## config.mk

```make
export PLATFORM = sky130hd
export DESIGN_NAME = mem_lsu_ctrl_flat
export DESIGN_NICKNAME = d
export VERILOG_FILES = /design/src/rtl/mem_lsu_ctrl_pkg.sv /design/src/rtl/mem_lsu_ctrl_if.sv /design/src/rtl/mem_lsu_ctrl_align.sv /design/src/rtl/mem_lsu_ctrl.sv /design/src/flat_wrapper.sv
export SDC_FILE = /design/constraint.sdc
export NUM_CORES = 1
export LEC_CHECK = 0
export CAP_MARGIN = 15
export CELL_PAD_IN_SITES_DETAIL_PLACEMENT = 1
export CELL_PAD_IN_SITES_GLOBAL_PLACEMENT = 1
export CORE_UTILIZATION = 32
export CTS_CLUSTER_DIAMETER = 200
export DETAILED_ROUTE_END_ITERATION = 12
export MAX_ROUTING_LAYER = met4
export PLACE_DENSITY = 0.79
export SETUP_SLACK_MARGIN = 0.15
export SLEW_MARGIN = 20
export SYNTH_ARGS = -nofsm -noshare
export SYNTH_HDL_FRONTEND = slang
export SYNTH_SLANG_ARGS = --single-unit
```

## constraint.sdc

```tcl
create_clock -name clk -period 3.1 [get_ports clk]
set_input_delay 0.62 -clock clk [delete_from_list [all_inputs] [get_ports clk]]
set_output_delay 0.62 -clock clk [all_outputs]
set_load 0.05 [all_outputs]
```

## src/rtl/mem_lsu_ctrl_pkg.sv

```systemverilog
// Shared types and constants for the MEM-stage load/store unit.
package mem_lsu_ctrl_pkg;

    localparam logic [2:0] F3_B  = 3'b000;
    localparam logic [2:0] F3_H  = 3'b001;
    localparam logic [2:0] F3_W  = 3'b010;
    localparam logic [2:0] F3_BU = 3'b100;
    localparam logic [2:0] F3_HU = 3'b101;

    localparam int WAIT_W = 4;

    typedef enum logic [1:0] {
        LSU_ST_IDLE,
        LSU_ST_REQ,
        LSU_ST_RESP,
        LSU_ST_DONE
    } lsu_state_e;

endpackage

```

## src/rtl/mem_lsu_ctrl_if.sv

```systemverilog
// Data-memory port: req/gnt request phase, rvalid/rdata response phase.
interface mem_lsu_ctrl_if #(
    parameter int ADDR_WIDTH = 32
);
    logic                  req;
    logic                  we;
    logic [ADDR_WIDTH-1:0] addr;
    logic [3:0]            be;
    logic [31:0]           wdata;
    logic                  gnt;
    logic                  rvalid;
    logic [31:0]           rdata;

    modport master (
        output req, we, addr, be, wdata,
        input  gnt, rvalid, rdata
    );

    modport slave (
        input  req, we, addr, be, wdata,
        output gnt, rvalid, rdata
    );
endinterface

```

## src/rtl/mem_lsu_ctrl_align.sv

```systemverilog
// Store lane formatting, load extraction/extension, misalign and
// illegal-size detection. Purely combinational.
module mem_lsu_ctrl_align
    import mem_lsu_ctrl_pkg::*;
(
    input  logic [2:0]  funct3_i,
    input  logic [1:0]  off_i,
    input  logic        we_i,
    input  logic [31:0] wdata_i,
    input  logic [2:0]  ld_funct3_i,
    input  logic [1:0]  ld_off_i,
    input  logic [31:0] rdata_i,
    output logic [3:0]  be_o,
    output logic [31:0] wdata_o,
    output logic        bad_o,
    output logic [31:0] ldata_o
);
    logic [31:0] sh;

    always_comb begin
        be_o    = 4'b0000;
        wdata_o = 32'h0;
        // Unsigned variants exist only for sub-word loads.
        bad_o   = funct3_i[2] & (we_i | funct3_i[1]);
        unique case (funct3_i[1:0])
            2'b00: begin
                be_o    = 4'b0001 << off_i;
                wdata_o = {4{wdata_i[7:0]}};
            end
            2'b01: begin
                be_o    = 4'b0011 << off_i;
                wdata_o = {2{wdata_i[15:0]}};
                bad_o   = bad_o | off_i[0];
            end
            2'b10: begin
                be_o    = 4'b1111;
                wdata_o = wdata_i;
                bad_o   = bad_o | (off_i != 2'b00);
            end
            default: bad_o = 1'b1;
        endcase
    end

    always_comb begin
        sh = rdata_i >> {ld_off_i, 3'b000};
        unique case (ld_funct3_i)
            F3_B:    ldata_o = {{24{sh[7]}}, sh[7:0]};
            F3_H:    ldata_o = {{16{sh[15]}}, sh[15:0]};
            F3_BU:   ldata_o = {24'h0, sh[7:0]};
            F3_HU:   ldata_o = {16'h0, sh[15:0]};
            default: ldata_o = sh;
        endcase
    end
endmodule

```

## src/rtl/mem_lsu_ctrl.sv

```systemverilog
// MEM-stage load/store unit: drives the data-memory port and holds the
// pipeline with stall_o until each access completes.
module mem_lsu_ctrl
    import mem_lsu_ctrl_pkg::*;
#(
    parameter int ADDR_WIDTH = 32,
    parameter int MAX_WAIT   = 15
) (
    input  logic                  clk,
    input  logic                  rst_n,
    input  logic                  mem_read_i,
    input  logic                  mem_write_i,
    input  logic [2:0]            funct3_i,
    input  logic [ADDR_WIDTH-1:0] addr_i,
    input  logic [31:0]           wdata_i,
    input  logic                  flush_i,
    mem_lsu_ctrl_if.master        dmem,
    output logic                  stall_o,
    output logic [31:0]           load_data_o,
    output logic                  load_valid_o,
    output logic                  misalign_o,
    output logic                  timeout_o
);
    lsu_state_e            state_q;
    logic                  req_q, we_q, discard_q;
    logic                  ldv_q, mis_q, tmo_q;
    logic [2:0]            f3_q;
    logic [1:0]            off_q;
    logic [ADDR_WIDTH-1:0] addr_q;
    logic [3:0]            be_q;
    logic [31:0]           wd_q, ld_q;
    logic [WAIT_W-1:0]     wait_q;

    logic        access, bad, accept, busy, mem_op, wait_end;
    logic [3:0]  be_d;
    logic [31:0] wd_d, ld_d;

    mem_lsu_ctrl_align u_align (
        .funct3_i    (funct3_i),
        .off_i       (addr_i[1:0]),
        .we_i        (mem_write_i),
        .wdata_i     (wdata_i),
        .ld_funct3_i (f3_q),
        .ld_off_i    (off_q),
        .rdata_i     (dmem.rdata),
        .be_o        (be_d),
        .wdata_o     (wd_d),
        .bad_o       (bad),
        .ldata_o     (ld_d)
    );

    assign mem_op   = mem_read_i | mem_write_i;
    assign access   = (state_q == LSU_ST_IDLE) & mem_op & ~flush_i;
    assign accept   = access & ~bad;
    assign busy     = (state_q == LSU_ST_REQ) | (state_q == LSU_ST_RESP);
    assign wait_end = (wait_q == WAIT_W'(MAX_WAIT - 1));

    // A discarded read still owes an rvalid; hold any new access until it drains.
    assign stall_o = (busy & ~discard_q & ~flush_i) | accept
                   | (discard_q & mem_op);

    assign dmem.req     = req_q;
    assign dmem.we      = we_q;
    assign dmem.addr    = addr_q;
    assign dmem.be      = be_q;
    assign dmem.wdata   = wd_q;
    assign load_data_o  = ld_q;
    assign load_valid_o = ldv_q;
    assign misalign_o   = mis_q;
    assign timeout_o    = tmo_q;

    always_ff @(posedge clk or negedge rst_n) begin
        if (!rst_n) begin
            state_q   <= LSU_ST_IDLE;
            req_q     <= 1'b0;
            we_q      <= 1'b0;
            discard_q <= 1'b0;
            ldv_q     <= 1'b0;
            mis_q     <= 1'b0;
            tmo_q     <= 1'b0;
            f3_q      <= 3'b000;
            off_q     <= 2'b00;
            addr_q    <= '0;
            be_q      <= 4'b0000;
            wd_q      <= 32'h0;
            ld_q      <= 32'h0;
            wait_q    <= '0;
        end else begin
            ldv_q <= 1'b0;
            mis_q <= 1'b0;
            tmo_q <= 1'b0;
            unique case (state_q)
                LSU_ST_IDLE: begin
                    if (access && bad) begin
                        mis_q <= 1'b1;
                    end else if (access) begin
                        state_q   <= LSU_ST_REQ;
                        req_q     <= 1'b1;
                        we_q      <= mem_write_i;
                        f3_q      <= funct3_i;
                        off_q     <= addr_i[1:0];
                        addr_q    <= {addr_i[ADDR_WIDTH-1:2], 2'b00};
                        be_q      <= be_d;
                        wd_q      <= wd_d;
                        wait_q    <= '0;
                        discard_q <= 1'b0;
                    end
                end
                LSU_ST_REQ: begin
                    if (dmem.gnt) begin
                        req_q  <= 1'b0;
                        wait_q <= '0;
                        if (we_q) begin
                            state_q <= flush_i ? LSU_ST_IDLE : LSU_ST_DONE;
                        end else begin
                            state_q   <= LSU_ST_RESP;
                            discard_q <= flush_i;
                        end
                    end else if (flush_i) begin
                        req_q   <= 1'b0;
                        state_q <= LSU_ST_IDLE;
                    end else if (wait_end) begin
                        req_q   <= 1'b0;
                        tmo_q   <= 1'b1;
                        wait_q  <= '0;
                        state_q <= LSU_ST_DONE;
                    end else begin
                        wait_q <= wait_q + 1'b1;
                    end
                end
                LSU_ST_RESP: begin
                    if (dmem.rvalid) begin
                        wait_q    <= '0;
                        discard_q <= 1'b0;
                        if (discard_q || flush_i) begin
                            state_q <= LSU_ST_IDLE;
                        end else begin
                            ld_q    <= ld_d;
                            ldv_q   <= 1'b1;
                            state_q <= LSU_ST_DONE;
                        end
                    end else if (wait_end) begin
                        tmo_q     <= 1'b1;
                        wait_q    <= '0;
                        discard_q <= 1'b0;
                        state_q   <= LSU_ST_DONE;
                    end else begin
                        wait_q <= wait_q + 1'b1;
                        if (flush_i) discard_q <= 1'b1;
                    end
                end
                default: state_q <= LSU_ST_IDLE;
            endcase
        end
    end
endmodule

```

## src/flat_wrapper.sv

```systemverilog
// flat-port wrapper written by rule: the top's interface ports become plain ports
module mem_lsu_ctrl_flat import mem_lsu_ctrl_pkg::*;
#(
    parameter int ADDR_WIDTH = 32,
    parameter int MAX_WAIT   = 15
)
  (clk, rst_n, mem_read_i, mem_write_i, funct3_i, addr_i, wdata_i, flush_i, stall_o, load_data_o, load_valid_o, misalign_o, timeout_o, dmem_req, dmem_we, dmem_addr, dmem_be, dmem_wdata, dmem_gnt, dmem_rvalid, dmem_rdata);
  mem_lsu_ctrl_if #(.ADDR_WIDTH(ADDR_WIDTH)) dmem_i ();
  input  logic clk;
  input  logic rst_n;
  input  logic mem_read_i;
  input  logic mem_write_i;
  input  logic [2:0] funct3_i;
  input  logic [ADDR_WIDTH-1:0] addr_i;
  input  logic [31:0] wdata_i;
  input  logic flush_i;
  output logic stall_o;
  output logic [31:0] load_data_o;
  output logic load_valid_o;
  output logic misalign_o;
  output logic timeout_o;
  output wire logic [$bits(dmem_i.req)-1:0] dmem_req;
  output wire logic [$bits(dmem_i.we)-1:0] dmem_we;
  output wire logic [$bits(dmem_i.addr)-1:0] dmem_addr;
  output wire logic [$bits(dmem_i.be)-1:0] dmem_be;
  output wire logic [$bits(dmem_i.wdata)-1:0] dmem_wdata;
  input wire logic [$bits(dmem_i.gnt)-1:0] dmem_gnt;
  input wire logic [$bits(dmem_i.rvalid)-1:0] dmem_rvalid;
  input wire logic [$bits(dmem_i.rdata)-1:0] dmem_rdata;
  assign dmem_req = dmem_i.req;
  assign dmem_we = dmem_i.we;
  assign dmem_addr = dmem_i.addr;
  assign dmem_be = dmem_i.be;
  assign dmem_wdata = dmem_i.wdata;
  assign dmem_i.gnt = dmem_gnt;
  assign dmem_i.rvalid = dmem_rvalid;
  assign dmem_i.rdata = dmem_rdata;
  mem_lsu_ctrl #(.ADDR_WIDTH(ADDR_WIDTH), .MAX_WAIT(MAX_WAIT)) u_core (.clk(clk), .rst_n(rst_n), .mem_read_i(mem_read_i), .mem_write_i(mem_write_i), .funct3_i(funct3_i), .addr_i(addr_i), .wdata_i(wdata_i), .flush_i(flush_i), .dmem(dmem_i), .stall_o(stall_o), .load_data_o(load_data_o), .load_valid_o(load_valid_o), .misalign_o(misalign_o), .timeout_o(timeout_o));
endmodule
```

* Word level (Yosys, flattened, before mapping)
Cells that the tools add are included.
Word-level totals: flip-flop bits (word level) 115, input port bits 106, output and inout port bits 106, word-level logic and storage cells 111
Operators by class: $add $sub $neg 1, equality and inequality tests 15, shift operators 3, multiplexer cells 45, bitwise operators 19, reductions and logical operators 14
Operators by type and width (number):
- $pmux W32 S4 | 1
- $pmux W32 S3 | 1
- $shr A32 B5 Y32 | 1
- $mux W4 | 6
- $pmux W4 S3 | 2
- $mux W1 | 21
- $mux W2 | 9
- $ne A4 B3 Y1 const B | 2
- $reduce_and A4 Y1 | 2
- $and A1 B1 Y1 | 7
- $or A1 B1 Y1 | 7
- $eq A3 B3 Y1 const B | 2
- $ne A2 B2 Y1 const B | 3
- $pmux W1 S3 | 2
- $pmux W2 S3 | 1
- $reduce_and A3 Y1 | 2
- $reduce_and A6 Y1 | 1
- $not A1 Y1 | 5
- $add A4 B1 Y4 const B | 1
- $eq A2 B1 Y1 const B | 2
- $eq A2 B2 Y1 const B | 2
- $eq A4 B4 Y1 const B | 1
- $logic_not A2 Y1 | 2
- $pmux W1 S2 | 2
- other kinds (11) | 12

* Depth between registers and ports, before layout
Gate-level depths: netlist of run 1.
word-level depth 8, gate-level depth with buffers 10, depth with buffers taken out 7

* Modules after synthesis
A second synthesis of run 1 with hierarchy kept.
Second synthesis, totals: cells, all modules 515, area, all modules 6015.8 µm²
Modules (own cells, without submodules):
- mem_lsu_ctrl | instances 1, cells an instance 304, area an instance 4634.4 µm², seq. area each 2877.8 µm²
- mem_lsu_ctrl_align | instances 1, cells an instance 211, area an instance 1381.3 µm², seq. area each 0.0 µm²

* Worst setup path after synthesis of run 1
Ideal clock, no wire load.
path kind register to output, start register u_core.state_q[1], end output stall_o, arrival 2.701 ns, required time 2.480 ns, setup slack -0.221 ns, stages on the path, launching flop included 5, path buffers 0, cell sequence dfrtp_1 > inv_1 > ha_1 > inv_1 > o311ai_0
Between the ends: cells in the longest elaborated chain, start to end 6, elaborated cells on any way between the ends 11, those cells by class eq/ne (2); bitwise (8); reduce/logical (1)
RTL lines:
- start, declared | RTL line mem_lsu_ctrl.sv:24 | lsu_state_e state_q;
- start signal, assigned | RTL line mem_lsu_ctrl.sv:114 | state_q <= flush_i ? LSU_ST_IDLE : LSU_ST_DONE;
- $eq A2 B1 Y1, or another cell as far along | RTL line mem_lsu_ctrl.sv:55 | assign busy = (state_q == LSU_ST_REQ) | (state_q == LSU_ST_RESP);
- $or A1 B1 Y1 / $and A1 B1 Y1 (equally long branches) | RTL line mem_lsu_ctrl.sv:55, mem_lsu_ctrl.sv:53
- $and A1 B1 Y1, on equally long branches | RTL line mem_lsu_ctrl.sv:59, mem_lsu_ctrl.sv:53
- $and A1 B1 Y1, on equally long branches | RTL line mem_lsu_ctrl.sv:59, mem_lsu_ctrl.sv:54
- $or A1 B1 Y1 (*) | RTL line mem_lsu_ctrl.sv:59 | assign stall_o = (busy & ~discard_q & ~flush_i) | accept
- $or A1 B1 Y1 (*) | RTL line mem_lsu_ctrl.sv:60 | | (discard_q & mem_op);
- end, declared | RTL line flat_wrapper.sv:17 | output logic stall_o;
Every way passes the cells marked *; elsewhere a longest branch is shown, timed or not.

* Worst setup path after layout of run 1
start input mem_write_i, end output stall_o
Between the ends: cells in the longest elaborated chain, start to end 8, elaborated cells on any way between the ends 13, those cells by class mux (1); bitwise (12)
RTL lines:
- start, declared | RTL line flat_wrapper.sv:12 | input logic mem_write_i;
- $or A1 B1 Y1 | RTL line mem_lsu_ctrl_align.sv:24 | bad_o = funct3_i[2] & (we_i | funct3_i[1]);
- $and A1 B1 Y1 | RTL line mem_lsu_ctrl_align.sv:24
- $or A1 B1 Y1, on equally long branches | RTL line mem_lsu_ctrl_align.sv:38, mem_lsu_ctrl_align.sv:33
- $pmux W1 S3 | RTL line mem_lsu_ctrl_align.sv:25 | unique case (funct3_i[1:0])
- $not A1 Y1 | RTL line mem_lsu_ctrl.sv:54 | assign accept = access & ~bad;
- $and A1 B1 Y1 | RTL line mem_lsu_ctrl.sv:54
- $or A1 B1 Y1 | RTL line mem_lsu_ctrl.sv:59
- $or A1 B1 Y1 (*) | RTL line mem_lsu_ctrl.sv:60
Marks and branches as above.

==> flow_summary.toml, run 1 <==
[run_status]
status = "complete, no violations"

[logic_synthesis]
synth_top_area_share_pct = 52.10
synthFlopType = "dfrtp_1"
synth_cell_types = 46
netlist_area_um2 = 5524
yosys_warnings = 0
seq_area_frac_synth_pct = 52.10
ys_ff_latch = 115
postSynthAreaPerCell_um2 = 9.041
synth_edf_count = 0
ys_async_sr_fraction_pct = 100.0
synth_top_cells_by_area = "dfrtp_1, nand2_1, nor2_1"
yosysTopAreaCell = "dfrtp_1"
synthCells = 611

[placement]
routabilityCongestion = 0.8791
dp_hpwl_mm = 14.38
dpl_cell_area_um2 = 7978
portBuffers = 209

[worst_setup_path]
path_class = "in2out"
arrival_ns = 2.18
crit_fanout = 4
worst_setup_path_end_kind = "output port"
crit_required_ns = 2.48
setup.worst_path.start_class = "input pin"

[cells_and_area]
syn_to_final_growth_pct = 55.76
nets = 946
drive_gt1_share_pct = 10.68
ff_latch_area_um2 = 2878
multiInputGateArea_um2 = 2469
num_antenna_cells = 0
postLayoutCellArea_um2 = 8605
fillers = 1880
final_core_util_pct = 51.52

[clock_network]
htree_levels = 4
clock_latency_ns = 0.42
cts_buffers = 17
clock-sinks = 115
tritoncts = "yes"
cts_buffer_depth = 2
cts-root-buf = "clkbuf_16"
ctsHoldBuffers = 0
clkTransAtPathRegs_ns = 0.06

[power_and_ir_drop]
irDropWorstVdd_v = 0.0006047
p_leak_uw = 0.003788
power_density_nw_per_um2 = 1181
power_uw = 10160

[sta]
setup_viol = 0
worst_pin_slew_ns = 0.7968
slew_headroom_pct = 46.88
final_hold_viol_count = 0
grt_setup_unrepaired = "false"
finClkSkew_ns = 0.008059
maxSlewViolCount = 0
max_freq_mhz = 357.3
timing.hold.ws_ns = 0.2799
min_period_over_period_pct = 90.28
period_needed_ns = 2.799

[detailed_routing]
dr_wl_met3_mm = 1.081
dr.max_layer_used = "met4"
drc = 0
via_per_inst = 5.060
wl_met1_mm = 8.410
drtIter0Drc = 261
num_vias = 5379
wl_met2_mm = 9.766
wl_mm = 19.56
postRouteAntennaNets = 0
routedWlPerCell_um = 18.40
drt_pass1_iterations = 5

[hold_path]
hp-class = "in2async"

[floorplan]
core_um2 = 16700
chipHeight_um = 133.4
initial_core_util_pct = 33.08
die_w_um = 133.4
dieArea_um2 = 17790
io_pins = 212
num_rows = 47

[grt]
grt_pass1_wl_mm = 30.99
grt_use_total_pct = 23.30
grt_pass1_vias = 5824
grt.overflow.total = 0
grt_max_degree = 59
grt_antenna_before_repair = 0

[flow_run]
cap_viol_max_count = 0
stage by stage:
step	instances	setup TNS, ns	setup slack [ns]
2_1_floorplan	612	0	0.3060
3_3_place_gp	1028	0	0.002605
3_5_place_dp	1028	-0.09047	-0.05189
4_1_cts	1063	0	0.1603
5_1_grt	1063	0	0.2401
6_report	1063	0	0.3014
per-layer routing:
layer  vias up  GRT usage (%)
li1       2520              -
met1      2651          27.41
met2       183          38.92
met3        25          5.213
met4         0          8.523
met5         -              -
Yosys cell counts (8+ instances only):
| cell type | count |
|---|---|
| a21oi_1 | 19 |
| a221oi_1 | 8 |
| a22oi_1 | 9 |
| a31oi_1 | 19 |
| buf_2 | 9 |
| clkbuf_1 | 19 |
| dfrtp_1 | 115 |
| ha_1 | 10 |
| inv_1 | 12 |
| mux2_2 | 9 |
| mux2i_1 | 18 |
| nand2_1 | 188 |
| nand3_1 | 14 |
| nor2_1 | 58 |
| o211ai_1 | 11 |
| o21a_1 | 11 |
| o21ai_0 | 28 |
cells by family (layout without fill, tap and decap cells):
kind of cell | after synthesis | count (layout) | share of synthesized area (%)
and+or+nand+nor | 277 | 277 | 19.93
muxes | 28 | 28 | 5.504
buffers and inverters | 52 | 283 | 4.281
AOI/OAI and AO/OA | 128 | 128 | 15.86
adders and majority gates | 10 | 10 | 2.265
other | 1 | 2 | 0.06789
DFF | 115 | 115 | 52.10
placed cells by master, fill, tap and decap left out, types with 3 or more instances in the layout:
master,n
mux2i_1,18
ha_1,8
clkinv_4,3
buf_4,26
o21a_1,11
a31oi_1,19
nor2b_1,5
inv_6,3
a221oi_1,8
o21ai_0,28
nand2_1,188
clkbuf_16,17
clkdlybuf4s50_1,205
mux2_2,9
clkinv_2,4
buf_12,5
o31ai_1,3
o211ai_1,11
nand3_1,13
a21o_1,3
dfrtp_1,115
a21oi_1,19
nor2_1,58
a22oi_1,9
clkinvlp_4,4
inv_1,10
cell type report:
| cell class | count | share of cell area [%] |
|---|---|---|
| flip-flops and latches | 115 | 33.44 |
| clock inverters | 15 | 1.541 |
| clock buffers | 17 | 4.944 |
| well taps | 220 | 3.199 |
| multi-input cells | 445 | 28.69 |
| repair buffers | 239 | 27.66 |
| inverters | 12 | 0.5235 |
power breakdown:
group          switching (uW)  leakage [uW]  total [uW]  internal, uW
logic                    3730       0.00211        5630          1900
clock network             750      0.000266        1850          1100
registers                 472       0.00141        2680          2200
sequential cells by signal, indices dropped and copies added, names as in the netlist:
register,flops
u_core.dmem.addr,30
u_core.misalign_o,1
u_core.dmem.be,4
u_core.load_valid_o,1
u_core.state_q,2
u_core.load_data_o,32
u_core.timeout_o,1
u_core.dmem.req,1
u_core.discard_q,1
u_core.dmem.we,1
u_core.off_q,2
u_core.dmem.wdata,32
u_core.f3_q,3
u_core.wait_q,4
what timing repair did:
action	4_1_cts	5_1_grt
resized for setup	9	1
endpoints found under the setup margin	1	1
pin swaps	2	1
buffers inserted	3	0
worst paths after layout:
path | startpoint | depth (start not counted) | end | slack, ns
max | mem_write_i | 6 | stall_o | 0.30
min | rst_n | 1 | u_core.load_data_o[24]$_DFFE_PN0P_ | 0.28
max reg2reg | u_core.state_q[1]$_DFFE_PN0P_ | 7 | u_core.wait_q[2]$_DFFE_PN0P_ | 0.87
min reg2reg | u_core.dmem.wdata[0]$_DFFE_PN0P_ | 2 | u_core.dmem.wdata[0]$_DFFE_PN0P_ | 0.47
max in group asynchronous | rst_n | 2 | u_core.dmem.wdata[31]$_DFFE_PN0P_ | 2.03
min in group clk | u_core.dmem.wdata[0]$_DFFE_PN0P_ | 2 | u_core.dmem.wdata[0]$_DFFE_PN0P_ | 0.47
critical path, stage by stage:
cell	delay (ns)
clkdlybuf4s50_1	0.52
o221a_4	0.34
a211oi_4	0.24
nand3_2	0.15
o311ai_4	0.13
buf_12	0.18
No activity file was read; power rests on OpenSTA's default activity.
==> inputs of run 2 (changes only) <==
Clock period 3.1 ns to 3.16 ns, I/O delays scaled along.
==> run 2 against run 1 <==
Against the previous run:
- combinational power down 1%
- final area down 0.45%
- clock power about the same
- critical path type unchanged
==> flow_summary.toml, run 2 (synthesis results as in run 1) <==
[sta]
setup_viol = 0
final_hold_viol_count = 0
finClkSkew_ns = 0.005357
slew_headroom_pct = 50.61
worst_pin_slew_ns = 0.7409
fin_setup_tns_ns = 0
period_needed_ns = 2.832
grt_setup_unrepaired = "false"
min_period_over_period_pct = 89.62
maxSlewViolCount = 0
max_freq_mhz = 353.1

[clock_network]
cts_buffers = 17
clock-sinks = 115
clock_latency_ns = 0.41
htree_levels = 4
tritoncts = "yes"
cts_buffer_depth = 2
clkTransAtPathRegs_ns = 0.05
cts-root-buf = "clkbuf_16"

[floorplan]
io_pins = 212
core_um2 = 16700
chipHeight_um = 133.4
die_w_um = 133.4
num_rows = 47
initial_core_util_pct = 33.08
dieArea_um2 = 17790

[flow_run]
cap_viol_max_count = 0

[worst_setup_path]
startpoint = "funct3_i[1]"
path_class = "in2out"
worstReg2RegEnd = "u_core.wait_q[2]$_DFFE_PN0P_"
regToRegStartpoint = "u_core.state_q[1]$_DFFE_PN0P_"
arrival_ns = 2.20
worstRegToRegCells = 7
setup.worst_path.start_class = "input pin"
worst_setup_path_end_kind = "output port"
crit_required_ns = 2.53
crit_path_end = "stall_o"
r2r_slack_ns = 0.92
crit_fanout = 2

[detailed_routing]
wl_mm = 19.70
routedWlPerCell_um = 18.61
num_vias = 5331
drt_pass1_iterations = 5
drtIter0Drc = 195
postRouteAntennaNets = 0
wl_met1_mm = 8.447
dr.max_layer_used = "met4"
via_per_inst = 5.034
dr_wl_met3_mm = 1.441
wl_met2_mm = 9.399
drc = 0

[cells_and_area]
num_antenna_cells = 0
syn_to_final_growth_pct = 55.06
drive_gt1_share_pct = 10.13
final_core_util_pct = 51.29
nets = 942
finalNonFillerCells = 1059
final_cell_mix = "clkdlybuf4s50_1, nand2_1, dfrtp_1, nor2_1, o21ai_0"
final_common_cell = "clkdlybuf4s50_1"

[hold_path]
hp-class = "in2async"

[placement]
portBuffers = 209
place_inst = 1024
dp_hpwl_mm = 14.49
routabilityCongestion = 0.8318

[grt]
grt_use_total_pct = 23.46
grt_antenna_before_repair = 0
grt_max_degree = 63
grt.overflow.total = 0
grt_pass1_vias = 5923
grt_pass1_wl_mm = 31.24

[power_and_ir_drop]
p_leak_uw = 0.003753
irDropWorstVdd_v = 0.0006759
power_uw = 9985
power_density_nw_per_um2 = 1166

[run_status]
status = "complete, no violations"
==> run 2: cell count changes in the layout (fill, tap and decap cells not counted), sizes merged <==
cell      before  now
clkinv         7    5
clkinvlp       4    7
inv           15   14
buf           32   28
==> run 2: how the worst min path moves through the flow <==
stage                                         endpoint  slack [ns]  cells past startpoint
global route        u_core.load_data_o[27]$_DFFE_PN0P_        0.32                      1
detailed placement    u_core.dmem.wdata[1]$_DFFE_PN0P_        0.46                      2
floorplan                 u_core.discard_q$_DFFE_PN0P_        0.34                      0
CTS                 u_core.load_data_o[12]$_DFFE_PN0P_        0.30                      1
finish              u_core.load_data_o[12]$_DFFE_PN0P_        0.28                      1
global placement      u_core.dmem.wdata[1]$_DFFE_PN0P_        0.45                      2
==> run 2: layout make-up <==
type	instances	area (um^2)
clock buffer	17	425.4
clock inverter	15	136.4
fill	1903	8135
inverter	12	45.04
multi-input combinational	445	2469
sequential	115	2878
tap	220	275.3
timing repair buffer	235	2337
==> run 2: stage by stage <==
step           worst slack (ns)  hold WS [ns]  area, um^2
2_1_floorplan            0.1825        0.3364        5528
3_3_place_gp          -0.006761        0.4523        7928
3_5_place_dp           -0.07665        0.4566        7928
4_1_cts                  0.1531        0.2965        8563
5_1_grt                  0.2882        0.3187        8566
6_report                 0.3280        0.2768        8566
==> run 2: power by group <==
part           internal (uW)  leakage [uW]  switching [uW]
registers               2160       0.00141             456
logic                   1850       0.00209            3700
clock network           1080      0.000254             735
==> run 2: critical path, cell delays in order <==
cell,delay [ns]
dlygate4sd2_1,0.26
inv_1,0.11
ha_4,0.21
o221a_4,0.25
a211oi_4,0.25
nand3_2,0.15
o311ai_4,0.14
buf_12,0.18
==> run 2: what timing repair did <==
item / CTS / global route
endpoints found under the hold margin: 0 / 0
hold buffers: 0 / 0
pin swaps: 1 / 1
cloned: 0 / 0
setup buffers: 3 / 0
setup endpoints to repair: 1 / 1
gates resized for setup: 9 / 1
==> run 2: metal layers <==
| metal | global-route usage [%] | vias up |
|---|---|---|
| met5 | - | - |
| met4 | 8.081 | 0 |
| met1 | 27.52 | 2590 |
| met3 | 7.078 | 32 |
| met2 | 38.14 | 204 |
| li1 | - | 2505 |
